[src/rtl/conv_result_writer.sv]
// Collects convolutor results, drops the pipeline-fill slots, requantizes each result to int8,
// and writes it to a channel-planar feature-map buffer with per-channel addressing.
module conv_result_writer #(
  parameter int IMAGE_WIDTH  = 128,
  parameter int IMAGE_HEIGHT = 128,
  parameter int NUM_CH       = 4,
  parameter int ADDR_W       = 16
) (
  input  logic              clk,
  input  logic              rst,
  input  logic              start,
  input  logic [7:0]        width,
  input  logic [7:0]        height,
  input  logic [2:0]        ch_count,
  input  logic [7:0]        fill_skip,
  input  logic [4:0]        shift,
  input  logic [ADDR_W-1:0] base_addr,
  input  logic              valid_in,
  input  logic [31:0]       conv_in,
  output logic              wr_en,
  output logic [ADDR_W-1:0] wr_addr,
  output logic [7:0]        wr_data,
  output logic              busy,
  output logic              done,
  output logic              sat_flag
);

  localparam int PIX_W = $clog2(IMAGE_WIDTH * IMAGE_HEIGHT);
  localparam int CH_W  = (NUM_CH > 1) ? $clog2(NUM_CH) : 1;

  typedef enum logic [1:0] {IDLE, SKIP, COLLECT, FINISH} state_t;
  state_t state, state_nxt;

  logic [7:0]        width_r, height_r, skip_r;
  logic [2:0]        ch_cnt_r;
  logic [4:0]        shift_r;
  logic [ADDR_W-1:0] base_r;

  logic [CH_W-1:0]   ch_idx;
  logic [7:0]        slot_cnt;
  logic [PIX_W-1:0]  pix_idx;

  logic [15:0]       npix;
  logic [18:0]       ch_off;
  logic              accept_start, degenerate, beat, collect_beat;
  logic              slot_done, skip_last, pix_last;

  logic signed [32:0] ext, rnd, sum, q;
  logic [7:0]         q8;
  logic               q_sat;

  assign npix         = 16'(width_r) * 16'(height_r);
  assign ch_off       = 19'(ch_idx) * 19'(npix);
  assign accept_start = (state == IDLE) && start;
  assign degenerate   = (width == 8'd0) || (height == 8'd0) || (ch_count == 3'd0);
  assign beat         = valid_in && ((state == SKIP) || (state == COLLECT));
  assign collect_beat = valid_in && (state == COLLECT);
  assign slot_done    = beat && (ch_idx == CH_W'(ch_cnt_r - 3'd1));
  assign skip_last    = (slot_cnt == skip_r - 8'd1);
  assign pix_last     = (pix_idx == PIX_W'(npix - 16'd1));

  always_ff @(posedge clk) begin
    if (rst) state <= IDLE;
    else     state <= state_nxt;
  end

  always_comb begin
    state_nxt = state;
    case (state)
      IDLE: begin
        if (start) begin
          if (degenerate)            state_nxt = FINISH;
          else if (fill_skip != '0)  state_nxt = SKIP;
          else                       state_nxt = COLLECT;
        end
      end
      SKIP:    if (slot_done && skip_last) state_nxt = COLLECT;
      COLLECT: if (slot_done && pix_last)  state_nxt = FINISH;
      FINISH:  state_nxt = IDLE;
      default: state_nxt = IDLE;
    endcase
  end

  // FINISH coincides with the registered last write, so done lines up with that wr_en
  always_comb begin
    busy = (state != IDLE);
    done = (state == FINISH);
  end

  always_ff @(posedge clk) begin
    if (rst) begin
      width_r  <= '0;
      height_r <= '0;
      skip_r   <= '0;
      ch_cnt_r <= '0;
      shift_r  <= '0;
      base_r   <= '0;
    end else if (accept_start) begin
      width_r  <= width;
      height_r <= height;
      skip_r   <= fill_skip;
      ch_cnt_r <= ch_count;
      shift_r  <= shift;
      base_r   <= base_addr;
    end
  end

  always_ff @(posedge clk) begin
    if (rst || accept_start) begin
      ch_idx   <= '0;
      slot_cnt <= '0;
      pix_idx  <= '0;
    end else if (beat) begin
      ch_idx <= slot_done ? '0 : ch_idx + CH_W'(1);
      if (slot_done) begin
        if (state == SKIP) slot_cnt <= slot_cnt + 8'd1;
        else               pix_idx  <= pix_idx + PIX_W'(1);
      end
    end
  end

  // 33-bit intermediate keeps the rounding add from overflowing near the int32 limits
  always_comb begin
    ext   = $signed({conv_in[31], conv_in});
    rnd   = '0;
    if (shift_r != 5'd0) rnd = 33'sd1 <<< (shift_r - 5'd1);
    sum   = ext + rnd;
    q     = sum >>> shift_r;
    q8    = q[7:0];
    q_sat = 1'b0;
    if (q > 33'sd127) begin
      q8    = 8'h7f;
      q_sat = 1'b1;
    end else if (q < -33'sd128) begin
      q8    = 8'h80;
      q_sat = 1'b1;
    end
  end

  always_ff @(posedge clk) begin
    if (rst) begin
      wr_en    <= 1'b0;
      wr_addr  <= '0;
      wr_data  <= '0;
      sat_flag <= 1'b0;
    end else begin
      wr_en <= collect_beat;
      if (collect_beat) begin
        wr_addr <= base_r + ADDR_W'(ch_off) + ADDR_W'(pix_idx);
        wr_data <= q8;
      end
      if (accept_start)               sat_flag <= 1'b0;
      else if (collect_beat && q_sat) sat_flag <= 1'b1;
    end
  end

endmodule

[config.mk]
export PLATFORM = sky130hd
export DESIGN_NAME = conv_result_writer
export DESIGN_NICKNAME = d
export VERILOG_FILES = /design/src/rtl/conv_result_writer.sv
export SDC_FILE = /design/constraint.sdc
export NUM_CORES = 1
export LEC_CHECK = 0
export BUFFER_PORTS_ARGS = -buffer_cell sky130_fd_sc_hd__clkbuf_2
export CORE_MARGIN = 1.5
export CORE_UTILIZATION = 55
export CTS_BUF_LIST = sky130_fd_sc_hd__clkbuf_16
export DETAILED_ROUTE_END_ITERATION = 7
export PLACE_DENSITY = 0.86
export SLEW_MARGIN = 20
export SYNTH_ARGS = -nofsm -noshare
export SYNTH_HDL_FRONTEND = slang
export SYNTH_SLANG_ARGS = --single-unit
[constraint.sdc]
create_clock -name clk -period 7.3 [get_ports clk]
set_clock_uncertainty 0.1 [all_clocks]
set_input_delay 1.46 -clock clk [delete_from_list [all_inputs] [get_ports clk]]
set_output_delay 1.46 -clock clk [all_outputs]
set_load 0.02 [all_outputs]
# After elaboration in Yosys (flattened, before gate mapping)

Cells that the tools add are included.
W data, S select, Z words.

Multipliers: 2
$lt $le $gt $ge: 2
Equal/unequal tests: 9
Reductions and logical operators: 22
Bitwise operators: 1
Shift operators: 2
Muxes and demuxes: 12
Add/subtract/negate cells: 10

Operator list:

| cell                    | number |
|---|---|
| $add A32 B33 Y33        | 1 |
| $gt A33 B8 Y1 const B   | 1 |
| $lt A33 B8 Y1 const B   | 1 |
| $mux W33                | 1 |
| $sshl A2 B5 Y33 const A | 1 |
| $sshr A33 B5 Y33        | 1 |
| $add A16 B14 Y16        | 1 |
| $add A16 B16 Y16        | 1 |
| $logic_not A8 Y1        | 2 |
| $mul A2 B16 Y16         | 1 |
| $mul A8 B8 Y16          | 1 |
| $mux W8                 | 2 |
| $add A14 B1 Y14 const B | 1 |
| $eq A14 B14 Y1          | 1 |
| $sub A14 B1 Y14 const B | 1 |
| $mux W2                 | 6 |
| $reduce_and A3 Y1       | 3 |
| $add A8 B1 Y8 const B   | 1 |
| $eq A8 B8 Y1            | 1 |
| $pmux W2 S4             | 1 |
| $reduce_bool A8 Y1      | 1 |
| $sub A8 B1 Y8 const B   | 1 |
| $logic_and A1 B1 Y1     | 7 |
| $reduce_bool A5 Y1      | 1 |
| other kinds (15)        | 21 |

Bits of input ports: 84
Register bits after elaboration: 99
Word-level logic and storage cells: 74
Output and inout bits: 28

# Longest topological paths before layout

Word-level depth: 9
Depth in mapped cells: 31
Mapped depth without buffers: 30

# Least setup slack after synthesis

OpenSTA, ideal clock, no wires.

Path type: register to register
Start point: register width_r[0]
End point: register wr_addr[15]
Setup time: 0.086 ns
Path slack: 0.295 ns
Required time: 7.114 ns
Path buffers: 1
Stages on the path, launching flop included: 27
Arrival: 6.820 ns
Clock period less this slack: 7.005 ns
Path through: dfxtp_1 > clkbuf_1 > nand2_1 > fa_1 > fa_1 > fa_1 > fa_1 > inv_1 > ha_1 > inv_1 > o21bai_1 > a21oi_1 > o21bai_1 > a21oi_1 > xnor2_1 > nand2_1 > fa_1 > inv_1 > fa_1 > ha_1 > or3_1 > o21ai_0 > a21oi_1 > a31oi_1 > xor2_1 > xnor3_1 > a211oi_1

Longest elaborated chain between the ends: 4

Ends and longest elaborated chain:

| element                | line | text |
|---|---|---|
| from (decl)            | 34   | `logic [7:0] width_r, height_r, skip_r;` |
| from (signal assigned) | 99   | `width_r <= width;` |
| $mul A8 B8 Y16         | 52   | `assign npix = 16'(width_r) * 16'(height_r);` |
| $mul A2 B16 Y16        | 53   | `assign ch_off = 19'(ch_idx) * 19'(npix);` |
| $add A16 B16 Y16       | 149  | `wr_addr <= base_r + ADDR_W'(ch_off) + ADDR_W'(pix_idx);` |
| $add A16 B14 Y16       | 149  |  |
| to (signal assigned)   | 149  |  |
| to (decl)              | 21   | `output logic [ADDR_W-1:0] wr_addr,` |

No other way between the ends.
A chain may end at the register's enable or synchronous reset.

# Final worst setup path

Start point: register width_r[3]
End point: register wr_addr[15]

The elaborated chain is that of the path after synthesis.

==> results.json <==
{
  "status": "completed",
  "cp.arrival_ns": 7.18,
  "synth_area_per_cell_um2": 7.43,
  "synth_enable_flop_cells": 0,
  "core_mm2": 0.0235,
  "setup_viol": 0,
  "track_usage": 0.318,
  "postRouteAntennaNets": 0,
  "antenna_cells": 0,
  "fp-row-count": 56,
  "crit_path_start_kind": "flop",
  "pin_count": 112,
  "max_clock_freq_ghz": 0.143,
  "area_growth_pct": 8.82,
  "yosysSeqAreaShare": 0.150,
  "min_from": "base_r[14]",
  "drc": 0,
  "cts.sinks": 99,
  "synth-seq-cells": 99,
  "grt_overflow": 0,
  "post-route-period-util": 0.958,
  "drive_gt1_frac": 0.144,
  "vias_per_cell": 6.34,
  "hpwl_um": 30300,
  "timing.hold.ws_ns": 0.359,
  "worstPathRequired_ns": 7.49,
  "multi_input_area_mm2": 0.0103,
  "rr_worst_depth": 25,
  "timing.rr.start": "width_r[3]",
  "sequentialPowerShare": 0.248,
  "grt_max_degree": 79,
  "end_kind": "flop",
  "rrSetupSlack_ns": 0.31,
  "netlist.area_leader.share": 0.150,
  "synthMostInstantiatedCell": "nand2_1",
  "firstDrtPassIters": 6,
  "wl_per_cell_um": 18.6,
  "power.internal_mw": 1.44,
  "cts_max_path_buffers": 2,
  "drv_cap": 0,
  "hold_path_class": "reg2reg",
  "grt_antenna_before_repair": 0,
  "fin_nets": 2081,
  "synth_flop_cell": "dfxtp_1",
  "portBuffers": 111,
  "grt_pass1_wl_um": 63600,
  "chipWidth_um": 158,
  "drtIter0Drc": 1561,
  "place_congestion": 0.993,
  "drv_slew": 0,
  "rsz0062_at_grt": "no",
  "p_comb_frac": 0.583,
  "swShare": 0.482,
  "critical_path_class": "reg2reg",
  "hold_buffers": 0,
  "startpoint": "width_r[3]",
  "p_leak_nw": 6.23,
  "synth_nets": 2019,
  "cts_buffers": 9,
  "yosys.area.top_type": "dfxtp_1",
  "crit_path_max_fanout": 6,
  "finalHoldViolations": 0,
  "root_buffer": "clkbuf_16",
  "dieArea_mm2": 0.0249,
  "dpl-instance-area_mm2": 0.0139,
  "r2r_end": "wr_addr[15]",
  "syn_inst": 1776,
  "fillers": 2083,
  "relSlewSlack": 0.261,
  "clkSlewWorstSetupHoldPaths_ns": 0.07,
  "num_vias": 13700,
  "ys_types": 103,
  "synth_area_mm2": 0.0132,
  "seqCellArea_mm2": 0.00201,
  "grt_pass1_vias": 12800,
  "worstMarginPinSlew_ns": 1.10,
  "cts_htree_levels": 3,
  "netlist_top_cells_count": "301 x nand2_1, 149 x nor2_1, 141 x a21oi_1",
  "holdPathEnd": "base_r[14]",
  "start_util": 0.561,
  "ys.warnings.count": 0,
  "power_frac_clock": 0.170,
  "wl_um": 40100,
  "ys_top_cells_by_area": "dfxtp_1 15%, fa_1 9.9%, ha_1 8.9%",
  "clkLatencyLatePin_ns": 0.36,
  "tritoncts": "done",
  "postSynth.asyncResetShare": 0,
  "power_density_mw_per_mm2": 193,
  "power.switching_mw": 1.34,
  "fin_area_mm2": 0.0144,
  "ir_drop_uv": 138,
  "finalCriticalPeriod_ns": 6.99,
  "die-height_um": 158,
  "min_path_cells": 2
}
## routing by layer
metal  track usage  vias to the layer above  wire (um)
met1         0.421                     6433      16400
met5             0                        -          0
met2         0.514                      770      18500
met4         0.130                        0       1460
li1              -                     6383          -
met3        0.0553                      120       3780
## how the worst max path moves through the flow
stage	end	depth (start not counted)	slack [ns]
2_1_floorplan	wr_addr[15]	26	0.29
3_3_place_gp	wr_addr[15]	24	0.17
3_5_place_dp	wr_addr[15]	28	-0.16
4_1_cts	wr_addr[15]	28	0.03
5_1_grt	wr_addr[15]	25	0.05
6_report	wr_addr[15]	25	0.31
## through the flow
| stage | power [mW] | TNS, ns | util | instances | setup slack, ns |
|---|---|---|---|---|---|
| after CTS | 2.70 | 0 | 0.603 | 2157 | 0.0307 |
| after global placement | 2.19 | 0 | 0.589 | 2140 | 0.174 |
| final | 2.78 | 0 | 0.610 | 2162 | 0.305 |
| after global routing | 2.94 | 0 | 0.610 | 2162 | 0.0471 |
| after detailed placement | 2.22 | -0.164 | 0.589 | 2140 | -0.164 |
| after floorplan | 1.82 | 0 | - | 1776 | 0.295 |
## placed cells by master, fill, tap and decap left out, drive strengths merged, types with 17 or more instances in the layout
cell    count
nand2     303
a21oi     151
nor2      149
inv       136
clkbuf    120
dfxtp      99
ha         94
o21ai      74
fa         65
xnor2      58
and2       54
nor3       54
xor2       41
buf        37
nand3      34
nand4      28
a211oi     22
o211ai     22
and3       21
nor4       18
mux2i      17
## worst max-delay path, stage by stage, from the launching register on
cell,delay [ns]
dfxtp_4,0.39
buf_4,0.13
nand2_1,0.07
fa_1,0.49
inv_1,0.06
fa_1,0.54
inv_1,0.06
fa_1,0.50
fa_1,0.54
inv_1,0.04
ha_1,0.34
a21oi_2,0.18
o21bai_1,0.11
a21oi_2,0.19
or4b_2,0.60
o211ai_1,0.16
and2_1,0.21
fa_1,0.44
inv_1,0.10
fa_1,0.42
inv_1,0.07
ha_1,0.29
a31oi_2,0.24
xor2_1,0.20
xnor3_1,0.25
a211oi_2,0.21
## final cells by class
cell class,count,area share
Inverter,134,0.0350
Clock inverter,7,0.00418
Timing Repair Buffer,148,0.0580
Tap cell,319,0.0278
Multi-Input combinational cell,1446,0.720
Sequential cell,99,0.140
Clock buffer,9,0.0157
## power by group through the flow
stage          Combinational (mW)  Clock (mW)  Sequential, mW
2_1_floorplan                1.14           0           0.675
3_3_place_gp                 1.50           0           0.688
3_5_place_dp                 1.53           0           0.694
4_1_cts                      1.54       0.475           0.683
5_1_grt                      1.75       0.493           0.698
6_report                     1.62       0.471           0.688
## sequential cells by signal (all words and copies together), names as in the netlist
register,flops
skip_r,8
pix_idx,14
base_r,16
ch_idx,2
wr_addr,16
height_r,8
width_r,8
wr_data,8
shift_r,5
wr_en,1
sat_flag,1
slot_cnt,8
ch_cnt_r,2
state,2
## what timing repair did
action	in CTS	in global routing
buffers inserted	1	5
gates resized for setup	9	30
pin swaps	1	11
setup endpoints to repair	1	1
## logic make-up after synthesis
family	share of synthesized area
muxes	0.0302
and+or+nand+nor	0.250
AOI/OAI and AO/OA	0.235
DFF	0.150
buffers and inverters	0.0776
other	0.000284
adders and majority gates	0.188
xor gates and xnor gates	0.0691
Power figures use the tool's default switching activity.
